**config.mk**
```make
export PLATFORM = sky130hd
export DESIGN_NAME = mem_arbiter
export DESIGN_NICKNAME = d
export VERILOG_FILES = /design/src/rtl/mem_arbiter.sv
export SDC_FILE = /design/constraint.sdc
export NUM_CORES = 1
export LEC_CHECK = 0
export BUFFER_PORTS_ARGS = -buffer_cell sky130_fd_sc_hd__buf_2
export CAP_MARGIN = 20
export CORE_AREA = 2 2 118 120
export CTS_BUF_LIST = sky130_fd_sc_hd__clkbuf_4 sky130_fd_sc_hd__clkbuf_8
export CTS_CLUSTER_SIZE = 14
export DETAILED_ROUTE_END_ITERATION = 7
export DIE_AREA = 0 0 120 122
export GPL_TIMING_DRIVEN = 0
export PLACE_DENSITY = 0.8
export SLEW_MARGIN = 5
export SYNTH_ARGS = -nofsm -noshare
export SYNTH_HDL_FRONTEND = slang
export SYNTH_SLANG_ARGS = --single-unit
```
**constraint.sdc**
```tcl
create_clock -name CLK -period 4.29 [get_ports CLK]
set_clock_uncertainty 0.05 [all_clocks]
set_input_delay 0 -clock CLK [delete_from_list [all_inputs] [get_ports CLK]]
set_output_delay 0 -clock CLK [all_outputs]
set_load 0.02 [all_outputs]
```
**src/rtl/mem_arbiter.sv**
```systemverilog
// Two-port to one-cache request arbiter with a single outstanding transaction.
// Round-robin or fixed-priority tie-break; every output comes straight from a flop.
module mem_arbiter #(
  parameter bit FIXED_PRI = 1'b0
) (
  input  logic        CLK,
  input  logic        RST_N,
  input  logic        P0_ADDR_VALID,
  input  logic [31:0] P0_ADDR,
  input  logic        P0_DATA_VALID,
  input  logic [31:0] P0_DATA,
  output logic        P0_READY,
  output logic        P0_RESP_VALID,
  output logic [31:0] P0_RESP_DATA,
  input  logic        P0_RESP_READY,
  input  logic        P1_ADDR_VALID,
  input  logic [31:0] P1_ADDR,
  input  logic        P1_DATA_VALID,
  input  logic [31:0] P1_DATA,
  output logic        P1_READY,
  output logic        P1_RESP_VALID,
  output logic [31:0] P1_RESP_DATA,
  input  logic        P1_RESP_READY,
  output logic        M_ADDR_VALID,
  output logic [31:0] M_ADDR,
  output logic        M_DATA_VALID,
  output logic [31:0] M_DATA,
  input  logic        M_READY,
  input  logic        M_SEND_VALID,
  input  logic [31:0] M_SEND_DATA,
  output logic        M_SEND_READY,
  output logic [1:0]  GRANT,
  output logic        BUSY
);

  localparam logic [2:0] S_IDLE  = 3'd0;
  localparam logic [2:0] S_GRANT = 3'd1;
  localparam logic [2:0] S_ISSUE = 3'd2;
  localparam logic [2:0] S_WAIT  = 3'd3;
  localparam logic [2:0] S_RESP  = 3'd4;

  logic [2:0]       state;
  logic             last;
  logic [1:0]       grant_q, ready_q, rvld_q;
  logic [1:0][31:0] rdata_q;
  logic             busy_q, m_av_q, m_dv_q, m_sr_q;
  logic [31:0]      m_addr_q, m_data_q;

  logic [1:0]  req;
  logic        pick, own, sel_dv, sel_rr;
  logic [31:0] sel_addr, sel_data;

  assign req = {P1_ADDR_VALID, P0_ADDR_VALID};
  // Owner index is the high bit of the one-hot grant; only meaningful while busy.
  assign own = grant_q[1];

  always_comb begin
    pick = 1'b0;
    if (req == 2'b10)      pick = 1'b1;
    else if (req == 2'b11) pick = FIXED_PRI ? 1'b0 : ~last;
  end

  always_comb begin
    sel_addr = own ? P1_ADDR       : P0_ADDR;
    sel_data = own ? P1_DATA       : P0_DATA;
    sel_dv   = own ? P1_DATA_VALID : P0_DATA_VALID;
    sel_rr   = own ? P1_RESP_READY : P0_RESP_READY;
  end

  always_ff @(posedge CLK) begin
    if (!RST_N) begin
      state    <= S_IDLE;
      last     <= 1'b1;
      grant_q  <= 2'b00;
      ready_q  <= 2'b00;
      rvld_q   <= 2'b00;
      rdata_q  <= '0;
      busy_q   <= 1'b0;
      m_av_q   <= 1'b0;
      m_dv_q   <= 1'b0;
      m_sr_q   <= 1'b0;
      m_addr_q <= '0;
      m_data_q <= '0;
    end else begin
      case (state)
        S_IDLE: if (|req) begin
          grant_q <= pick ? 2'b10 : 2'b01;
          ready_q <= pick ? 2'b10 : 2'b01;
          busy_q  <= 1'b1;
          state   <= S_GRANT;
        end
        // READY is high this cycle, so the owner's payload is valid to capture.
        S_GRANT: begin
          ready_q  <= 2'b00;
          m_addr_q <= sel_addr;
          m_data_q <= sel_data;
          m_dv_q   <= sel_dv;
          m_av_q   <= 1'b1;
          state    <= S_ISSUE;
        end
        S_ISSUE: if (M_READY) begin
          m_av_q <= 1'b0;
          m_sr_q <= 1'b1;
          state  <= S_WAIT;
        end
        S_WAIT: if (M_SEND_VALID) begin
          rdata_q[own] <= M_SEND_DATA;
          m_sr_q       <= 1'b0;
          rvld_q       <= grant_q;
          state        <= S_RESP;
        end
        S_RESP: if (sel_rr) begin
          rvld_q  <= 2'b00;
          last    <= own;
          grant_q <= 2'b00;
          busy_q  <= 1'b0;
          state   <= S_IDLE;
        end
        default: state <= S_IDLE;
      endcase
    end
  end

  assign P0_READY      = ready_q[0];
  assign P1_READY      = ready_q[1];
  assign P0_RESP_VALID = rvld_q[0];
  assign P1_RESP_VALID = rvld_q[1];
  assign P0_RESP_DATA  = rdata_q[0];
  assign P1_RESP_DATA  = rdata_q[1];
  assign M_ADDR_VALID  = m_av_q;
  assign M_ADDR        = m_addr_q;
  assign M_DATA_VALID  = m_dv_q;
  assign M_DATA        = m_data_q;
  assign M_SEND_READY  = m_sr_q;
  assign GRANT         = grant_q;
  assign BUSY          = busy_q;

endmodule

```
Word level (Yosys, flattened, before mapping)
Index checks and enable logic that the tools add are counted.
- word-level logic and storage cells: 71
- register bits after elaboration: 142
- bits of input ports: 170
- output and inout bits: 138
- reductions and logical operators: 16
- muxes and demuxes: 29
- bitwise gates (word level): 1
- eq/ne operators: 10
- order comparisons: 2
- operators by type and width (cell ; number):
    two-way mux 32 bit ; 3
    bitwise mux 64 bit ; 1
    demux 32 bit (select 1 bit) ; 1
    one-hot mux 3 bit (5 select lines) ; 1
    two-way mux 3 bit ; 4
    one-hot mux 2 bit (2 select lines) ; 3
    nonzero test 2 bit ; 5
    two-way mux 1 bit ; 9
    AND reduction 3 bit ; 3
    two-way mux 2 bit ; 4
    != test 2 bit, second input constant ; 4
    AND reduction 2 bit ; 4
    equality test 3 x 2 -> 1 bit, second input constant ; 2
    one-hot mux 1 bit (2 select lines) ; 3
    equality test 2 bit, second input constant ; 2
    AND reduction 4 bit ; 1
    equality test 3 x 1 -> 1 bit, second input constant ; 1
    equality test 3 bit, second input constant ; 1
    zero test 3 bit ; 1
    < comparator 1 x 2 -> 1 bit, second input constant ; 1
    OR reduction 2 bit ; 1
    greater-or-equal comparator 1 bit, second input constant ; 1
    logical AND 1 bit ; 1
    inverter 1 bit ; 1

Longest topological paths before layout
Gate-level depths: netlist (run 1).
- depth after elaboration: 6
- gate-level depth with buffers: 5
- gate-level depth less buffers: 3

Worst setup path after synthesis (run 1)
OpenSTA, ideal clock, no wires.
- path type: register -> register
- start: reg grant_q[1] (netlist: GRANT[1])
- end: reg grant_q[0] (netlist: GRANT[0])
- data required time: 4.102 ns
- setup time: 0.138 ns
- buffers on the path: 1
- setup slack: 2.847 ns
- cell stages (with the launch flop): 5
- arrival time: 1.255 ns
- period minus slack after synthesis: 1.443 ns
- cell sequence: dfxtp_1 > buf_4 > mux2i_2 > a2111oi_1 > a211oi_2
- longest elaborated chain between the ends: 3
- RTL lines (what ; RTL line ; source):
    start, declared ; 44 ; logic [1:0] grant_q, ready_q, rvld_q;
    start signal, assigned ; 87 ; grant_q <= pick ? 2'b10 : 2'b01;
    two-way mux 1 bit ; 67 ; sel_rr = own ? P1_RESP_READY : P0_RESP_READY;
    != test 2 bit (no source line) ; n/a ;
    AND reduction 3 bit (no source line) ; n/a ;
Every way passes these cells.
A chain may end at the register's enable or synchronous reset.

Worst setup path after layout (run 1)
- start: reg grant_q[1] (netlist: GRANT[1])
- end: reg m_addr_q[3] (netlist: M_ADDR[3])
- longest elaborated chain between the ends: 1
- RTL lines (what ; RTL line ; source):
    two-way mux 32 bit ; 64 ; sel_addr = own ? P1_ADDR : P0_ADDR;
    end signal, assigned ; 95 ; m_addr_q <= sel_addr;
    end, declared ; 47 ; logic [31:0] m_addr_q, m_data_q;
Every way passes these cells.

==> results of run 1 <==
## critical path, stage by stage, from the launching register on
cell,delay [ns]
dfxtp_1,0.34
buf_4,0.20
buf_2,0.33
mux2i_1,0.16
dlygate4sd3_1,0.62
a211oi_1,0.36
## cell families (layout without fill, tap and decap cells)
family / count (synthesis) / after routing / share of synthesized area (%)
simple gates: 189 / 189 / 13.3
flops: 142 / 142 / 48.5
mux: 130 / 130 / 22.2
compound gates: 89 / 89 / 11.1
buf+inv: 54 / 564 / 4.93
other cells: 0 / 5 / 0
## path summary, 6_finish.rpt
path                            slack (ns)                to  depth (start not counted)
worst min register to register        0.41  P1_RESP_DATA[29]                          2
worst max register to register        2.12         M_ADDR[3]                          5
worst max-delay path                  2.12         M_ADDR[3]                          5
worst min-delay path                  0.31   P1_RESP_DATA[6]                          4
## synthesized netlist by cell type (all sizes together), types with 2 or more instances
| library cell | number | area share (%) |
|---|---|---|
| o211ai | 2 | 0.26 |
| o21ai | 4 | 0.34 |
| a21oi | 7 | 0.60 |
| buf | 29 | 3.3 |
| mux2i | 130 | 22 |
| nor2 | 69 | 4.5 |
| dfxtp | 142 | 48 |
| nand2 | 100 | 6.4 |
| a31oi | 3 | 0.32 |
| nor3 | 4 | 0.34 |
| nor3b | 2 | 0.34 |
| inv | 5 | 0.32 |
| nand3 | 3 | 0.26 |
| clkbuf | 20 | 1.3 |
| a211oi | 66 | 8.5 |
| or2 | 2 | 0.21 |
## where the power goes
group	switching, W	leakage, nW	internal [W]
Combinational	0.000480	3.21	0.000390
Sequential	0.0000662	1.16	0.00141
Clock	0.000554	0.210	0.000600
## flip-flops by register name, indices dropped and copies added, names as in the netlist
| register | flops |
|---|---|
| state | 3 |
| BUSY | 1 |
| ready_q | 2 |
| P1_RESP_DATA | 32 |
| rvld_q | 2 |
| last | 1 |
| GRANT | 2 |
| P0_RESP_DATA | 32 |
| M_SEND_READY | 1 |
| M_ADDR | 32 |
| M_ADDR_VALID | 1 |
| M_DATA_VALID | 1 |
| M_DATA | 32 |
## metal layers
layer / GRT usage (%) / part of all wire, % / routed length (um) / vias to the layer above
li1: - / - / - / 3108
met1: 33.5 / 37 / 8900 / 3144
met2: 55.7 / 49 / 11900 / 451
met3: 10.2 / 8.7 / 2120 / 126
met4: 20.7 / 5.7 / 1390 / 0
met5: 0 / 0 / 0 / -
## stage by stage
step | setup WS (ns) | instances
floorplan | 2.85 | 604
global placement | 2.62 | 1091
global route | 2.05 | 1299
CTS | 2.22 | 1294
detailed placement | 2.64 | 1091
finish | 2.12 | 1299
## cell type report
| class | count | area [sq um] | area share [%] |
|---|---|---|---|
| Buffer | 49 | 270 | 2.77 |
| Multi-Input combinational cell | 408 | 2740 | 28.0 |
| Clock buffer | 19 | 255 | 2.61 |
| Clock inverter | 13 | 164 | 1.68 |
| Inverter | 5 | 18.8 | 0.192 |
| Antenna cell | 5 | 12.5 | 0.128 |
| Timing Repair Buffer | 478 | 3250 | 33.2 |
| Sequential cell | 142 | 2840 | 29.1 |
| Tap cell | 180 | 225 | 2.30 |
## what timing repair did
item / in CTS / in global routing
hold endpoints to repair: 138 / 0
setup endpoints to repair: 0 / 0
resized for setup: 0 / 0
hold buffers: 171 / 0
==> metrics, run 1 <==
Setup TNS 0 ns; Die X approximately 120 um; H-tree Lvls 4; total track usage between 30% and 40%; Post-synth EDFFs 0; WL/cell 18.7 um; Worst-Margin Slew about 0.6 ns; final core occ 72.4%; crit-path max FO 10; total power about 0.0035 W; Die H roughly 120 um; CP endpoint kind flip-flop; Final ANT Viol Nets 0; Mapped Cells 604; Syn-to-layout area delta 66.6%; Pwr Density between 300 and 400 nW/um^2; root buffer cell clkbuf_8; max-cap violations 0; I/O pin count 308; cell area after synthesis between 5000 and 6000 sq um; Core Region about 14000 sq um; worst setup path startpoint GRANT[1]; vias approximately 6800; CTS Buf Count 17; most frequent cells in the layout buf_2, dlygate4sd3_1, dfxtp_1, mux2i_1, nand2_1; Nets 1271; status finished, violations left; Pre-antenna DRT Iters 8; drt drc 2; fmax 460 MHz; initial antenna violation count 5; Final Hold Violating Endpoints 0; Final Cycle Share between 50 and 60%; FP Rows 43; layout cells sized above 1 around a third; Unique masters post-synth 42; largest net degree at the start of global routing 17; HP Start M_SEND_DATA[6]; hold slack around 0.31 ns; detailed router's first-iteration violation count 377; Post-Route WL ~24000 um; Detail Placement HPWL between 10000 and 15000 um; Vias/cell between 5 and 6; Slew headroom roughly three fifths; Layout fillers ~900; Async SR Flop Fraction 0%; Syn Nets 774; Seq/Total Area, Yosys about half; leakage around 4.6 nW; fin crit period 2.17 ns; RSZ-0062 raised after global routing no; gpl congestion ~0.83; Mean Syn Cell Area between 9 and 10 sq um; failing checks design-rule violations; Clock Latency Late Sink about 0.44 ns; VDD IR-drop max between 200 and 250 uV; Final setup viols 0; TritonCTS Sinks 142; cell area after layout about 10000 sq um; critical path class flip-flop to flip-flop; crit path launch type flip-flop; CTS tree done; grt ovf 0; Starting Density 43.4%; first-pass GRT wire length about 36000 um; flops & latches, synth about 140; worst r2r src GRANT[1]; DP Area roughly 7600 sq um; clock slew at reported path FFs approximately 0.09 ns; commonest non-fill, non-tap cell in the layout buf_2; Yosys warning total 0; Data required, critical path ~4.6 ns; arrival time worst endpoint approximately 2.5 ns; worst min-delay path class primary input to flip-flop; fin. max-slew vios 0; Top FF cell, synth dfxtp_1; Die Area 14600 sq um; number of global-route vias before repair around 7200; IO buf count about 300; CTS max path bufs 2; post-CTS setup buffers 0
Note: power is estimated with default switching activity, not from simulation.
==> run 2: changes to the inputs <==
--- a/config.mk
+++ b/config.mk
@@ -7,13 +7,13 @@
 export LEC_CHECK = 0
 export BUFFER_PORTS_ARGS = -buffer_cell sky130_fd_sc_hd__buf_2
 export CAP_MARGIN = 20
-export CORE_AREA = 2 2 118 120
+export CORE_AREA = 2 2 119 121
 export CTS_BUF_LIST = sky130_fd_sc_hd__clkbuf_4 sky130_fd_sc_hd__clkbuf_8
 export CTS_CLUSTER_SIZE = 14
 export DETAILED_ROUTE_END_ITERATION = 7
-export DIE_AREA = 0 0 120 122
+export DIE_AREA = 0 0 121 123
 export GPL_TIMING_DRIVEN = 0
-export PLACE_DENSITY = 0.8
+export PLACE_DENSITY = 0.79
 export SLEW_MARGIN = 5
 export SYNTH_ARGS = -nofsm -noshare
 export SYNTH_HDL_FRONTEND = slang
==> constraint.sdc (replaced) <==
create_clock -name CLK -period 2.1 [get_ports CLK]
set_clock_uncertainty 0.05 [all_clocks]
set_input_delay 0 -clock CLK [delete_from_list [all_inputs] [get_ports CLK]]
set_output_delay 0 -clock CLK [all_outputs]
set_load 0.02 [all_outputs]
==> run 2 against run 1 <==
Against the previous run: the run ends with negative setup slack left; first-iteration DRC count increased by 28%; sequential power is 100% higher; combinational power increased by 100%; via count rose by 0.48%; register-to-register slack worse by 2.2 ns; cell area is 0.65% higher; sequential share of layout area down 0.19 points; clock power grew 130%; critical path type unchanged; critical endpoint is now M_ADDR[2]; highest routed layer unchanged.
==> metrics, run 2 (same netlist as run 1, synthesis figures left out) <==
largest net degree at the start of global routing 17; grt ovf 0; leakage about 4.6 nW; Post-Route WL between 20000 and 25000 um; M1 wire length 8790 um; I/O pin count between 300 and 400; critical path class flip-flop to flip-flop; commonest non-fill, non-tap cell in the layout buf_2; Syn-to-layout area delta 67.6%; first-pass GRT wire length about 37000 um; IO buf count just over 300; Crit path max-delay family buffers and inverters; gpl congestion approximately 0.84; initial antenna violation count 5; Starting Density 43.1%; Pre-antenna DRT Iters 5; Top Metal Used met4; CP endpoint kind flip-flop; VDD IR-drop max between 400 and 500 uV; Core Region 13600 sq um; fmax 454 MHz; FP Rows 43; total track usage between 30 and 40%; drt drc 0; CTS max path bufs 2; CP max stage delay around 0.58 ns; Final ANT Viol Nets 0; WL/cell 19.1 um; number of global-route vias before repair around 7100; failing checks negative setup slack; final core occ ~72%; Worst-Margin Slew between 0.6 and 0.7 ns; status finished, violations left; fin. max-slew vios 0; TritonCTS Sinks approximately 140; Vias/cell between 5 and 6; max-cap violations 0; vias between 6000 and 7000; total power between 0.007 and 0.008 W; CTS tree done; Final Hold Violating Endpoints 0; Final Cycle Share 105%; post-CTS setup buffers 0; DR WL met2 ~13000 um; slowest CP cell dlygate4sd3_1; crit path launch type flip-flop; clock slew at reported path FFs approximately 0.08 ns; final setup margin -0.101 ns; Pwr Density 752 nW/um^2; crit-path max FO 10; Clock Latency Late Sink around 0.44 ns; met3 wire len 2080 um; Setup TNS -0.101 ns; H-tree Lvls 4; Die X about 120 um; Slew headroom 58.9%; Data required, critical path 2.34 ns; arrival time worst endpoint about 2.4 ns; Die Area 14900 sq um; root buffer cell clkbuf_8; layout cells sized above 1 about a third; most frequent cells in the layout buf_2, dlygate4sd3_1, dfxtp_1, mux2i_1, nand2_1; Die H about 120 um; hold slack about 0.33 ns; fin crit period about 2.2 ns; crit-path cells buf_6 -> buf_4 -> mux2i_1 -> dlygate4sd3_1 -> a211oi_1; worst min-delay path class primary input to flip-flop; Detail Placement HPWL 14300 um; CTS Buf Count 17; Final setup viols 1; detailed router's first-iteration violation count between 400 and 500; critical path buffer and inverter count 3; pre-CTS WS 0.376 ns; Nets 1270
-- run 2: changes by cell type in the layout (fill, tap and decap cells not counted), sizes merged --
cell | before | now
inv | 7 | 6
dlygate4sd3 | 171 | 170
buf | 336 | 335
clkinv | 6 | 2
bufinv | 3 | 5
clkbuf | 39 | 42
-- run 2: layer usage --
metal / vias up / track usage (%)
li1: 3102 / -
met1: 3202 / 33.4
met2: 445 / 57.3
met3: 113 / 8.99
met4: 0 / 19.3
met5: - / 0
-- run 2: cell type report --
type	count	area [sq um]
Inverter	5	18.8
Fill cell	890	3780
Buffer	49	287
Clock inverter	10	184
Sequential cell	142	2840
Multi-Input combinational cell	408	2750
Timing Repair Buffer	477	3240
Antenna cell	5	12.5
Tap cell	180	225
Clock buffer	21	283
-- run 2: per-stage QoR --
| stage | cells | area [sq um] |
|---|---|---|
| floorplan | 604 | 5870 |
| global placement | 1091 | 7630 |
| detailed placement | 1091 | 7630 |
| CTS | 1292 | 9800 |
| global route | 1297 | 9840 |
| finish | 1297 | 9840 |
-- run 2: report_power, final --
| part | leakage (nW) | internal [W] | switching (W) |
|---|---|---|---|
| sequential | 1.16 | 0.00289 | 0.000131 |
| clock | 0.232 | 0.00152 | 0.00108 |
| combinational | 3.20 | 0.000789 | 0.000984 |
-- run 2: final timing paths --
check / startpoint / to / slack, ns / cells past startpoint
setup / recovery: GRANT[1] / M_ADDR[2] / -0.10 / 5
setup reg to reg: GRANT[1] / M_ADDR[2] / -0.10 / 5
hold reg to reg: P0_RESP_DATA[27] / P0_RESP_DATA[27] / 0.41 / 2
hold / removal: M_SEND_DATA[14] / P1_RESP_DATA[14] / 0.33 / 4
-- run 2: repair_timing --
action	4_1_cts	5_1_grt
gates resized for setup	0	12
setup endpoints to repair	0	44
hold buffers	170	0
hold endpoints to repair	138	0
-- run 2: tightest hold or removal path: stages --
cell,delay (ns)
dlygate4sd3_1,0.52
buf_2,0.10
nand2_1,0.06
mux2i_1,0.11
==> run 3: changes to the inputs <==
--- a/config.mk
+++ b/config.mk
@@ -7,13 +7,12 @@
 export LEC_CHECK = 0
 export BUFFER_PORTS_ARGS = -buffer_cell sky130_fd_sc_hd__buf_2
 export CAP_MARGIN = 20
-export CORE_AREA = 2 2 119 121
+export CORE_UTILIZATION = 42
 export CTS_BUF_LIST = sky130_fd_sc_hd__clkbuf_4 sky130_fd_sc_hd__clkbuf_8
 export CTS_CLUSTER_SIZE = 14
 export DETAILED_ROUTE_END_ITERATION = 7
-export DIE_AREA = 0 0 121 123
 export GPL_TIMING_DRIVEN = 0
-export PLACE_DENSITY = 0.79
+export PLACE_DENSITY = 0.8
 export SLEW_MARGIN = 5
 export SYNTH_ARGS = -nofsm -noshare
 export SYNTH_HDL_FRONTEND = slang
==> constraint.sdc (replaced) <==
create_clock -name CLK -period 1.8 [get_ports CLK]
set_clock_uncertainty 0.05 [all_clocks]
set_input_delay 0 -clock CLK [delete_from_list [all_inputs] [get_ports CLK]]
set_output_delay 0 -clock CLK [all_outputs]
set_load 0.02 [all_outputs]
==> run 3 against run 2 <==
Against the previous run: the run now ends clean; combinational power is 14% higher; first-iteration DRC count down 12%; clock-buffer cell count fell by 3; sequential cell count did not move; critical path depth did not move.
==> metrics, run 3 (same netlist as run 1, synthesis figures left out) <==
status completed; largest net degree at the start of global routing 17; clock slew at reported path FFs roughly 0.090 ns; crit-path max FO 10; Nets about 1300; vias around 7000; initial antenna violation count 0; arrival time worst endpoint roughly 1.9 ns; Final ANT Viol Nets 0; slowest CP cell dfxtp_1; first-pass GRT wire length about 38000 um; most frequent cells in the layout buf_2, dlygate4sd3_1, dfxtp_1, mux2i_1, nand2_1; commonest non-fill, non-tap cell in the layout buf_2; fmax between 600 and 700 MHz; Final Cycle Share between 90% and 100%; grt ovf 0; FP Rows 42; VDD IR-drop max ~680 uV; Worst-Margin Slew 0.596 ns; Detail Placement HPWL ~14000 um; Final Hold Violating Endpoints 0; Inst Count DP 1087; reg2reg setup slack 0.17 ns; Data required, critical path between 2 and 2.5 ns; detailed router's first-iteration violation count approximately 420; total track usage about a third; Die H around 120 um; leakage between 4 and 5 nW; Slew headroom roughly 60%; Syn-to-layout area delta 66.3%; Pre-antenna DRT Iters 6; storage element area between 2000 and 3000 sq um; RSZ-0062 raised after global routing no; Vias/cell 5.43; fin. max-slew vios 0; drt drc 0; number of global-route vias before repair around 7400; Pwr Density ~840 nW/um^2; WL/cell between 15 and 20 um; non-filler cells, final around 1300; Core Region 13500 sq um; final core occ 72.5%; DP Area about 7600 sq um; Die X between 100 and 150 um; CTS Buf Count 17; max-cap violations 0; gpl congestion approximately 0.81; H-tree Lvls 4; layout cells sized above 1 34.3%; Starting Density between 40% and 50%; Die Area between 10000 and 15000 sq um; Post-Route WL 24800 um; I/O pin count between 300 and 400; root buffer cell clkbuf_8; total power 0.00819 W; cell area after layout around 9800 sq um; CTS tree done; fin crit period roughly 1.6 ns; CTS max path bufs 2; area of the multi-input gates around 2800 sq um; critical path class flip-flop to flip-flop; worst min-delay path class primary input to flip-flop; Layout fillers 861; TritonCTS Sinks 142; IO buf count around 310; CP most frequent cell buf_4; crit path launch type flip-flop; crit-path cells nor3b_4 -> buf_4 -> buf_4 -> nor2_1 -> a211oi_2; Setup TNS 0 ns; CP endpoint kind flip-flop; post-CTS setup buffers 0; Clock Latency Late Sink 0.47 ns; CP max stage delay ~0.39 ns; Final setup viols 0
-- run 3: cell types whose count changed in the layout (fill, tap and decap cells not counted), sizes merged --
cell	delta
buf	+1
bufinv	-3
clkbuf	-4
clkinv	+5
clkinvlp	-1
diode	-4
inv	+3
-- run 3: layer usage --
metal / share of wire [%] / GRT usage (%) / up-vias
met2: 50 / 60.3 / 474
li1: - / - / 3103
met1: 34 / 33.2 / 3276
met5: 0 / 0 / -
met4: 6.8 / 26.6 / 0
met3: 9.1 / 11.5 / 154
-- run 3: cell type report --
cell class,count,share of cell area (%)
Clock inverter,14,1.63
Sequential cell,142,29.2
Timing Repair Buffer,477,33.2
Tap cell,176,2.26
Inverter,5,0.192
Clock buffer,18,2.47
Buffer,49,2.81
Antenna cell,1,0.0256
Multi-Input combinational cell,408,28.3
-- run 3: repair_timing --
item                                   CTS  global route
hold buffers                           171             0
endpoints found under the hold margin  139             0
resized for setup                        0            10
setup endpoints to repair                0            14
-- run 3: path summary, 6_finish.rpt --
| path | startpoint | to | cells past startpoint |
|---|---|---|---|
| worst min-delay path | M_SEND_DATA[23] | P1_RESP_DATA[23] | 4 |
| worst max-delay path | state[2] | M_DATA[20] | 5 |
| worst min register to register | P1_RESP_DATA[12] | P1_RESP_DATA[12] | 2 |
| worst max register to register | state[2] | M_DATA[20] | 5 |
-- run 3: power by group --
part | total (W) | switching [W] | internal, W
clock network | 0.00264 | 0.00137 | 0.00127
logic | 0.00202 | 0.00115 | 0.000872
registers | 0.00352 | 0.000155 | 0.00337
total | 0.00819 | 0.00267 | 0.00551
-- run 3: worst max-delay path: cells and delay by family, from the launching register on --
| family | cells | cell delay (ns) |
|---|---|---|
| DFF | 1 | 0.39 |
| and+or+nand+nor | 2 | 0.36 |
| buffers and inverters | 2 | 0.43 |
| AOI/OAI and AO/OA | 1 | 0.29 |
-- run 3: per-stage QoR --
| step | setup slack, ns | hold WS [ns] |
|---|---|---|
| after floorplan | 0.357 | 0.112 |
| after global placement | 0.140 | 0.226 |
| after detailed placement | 0.134 | 0.228 |
| after CTS | 0.0182 | 0.270 |
| after global routing | 0.0103 | 0.285 |
| final | 0.175 | 0.277 |
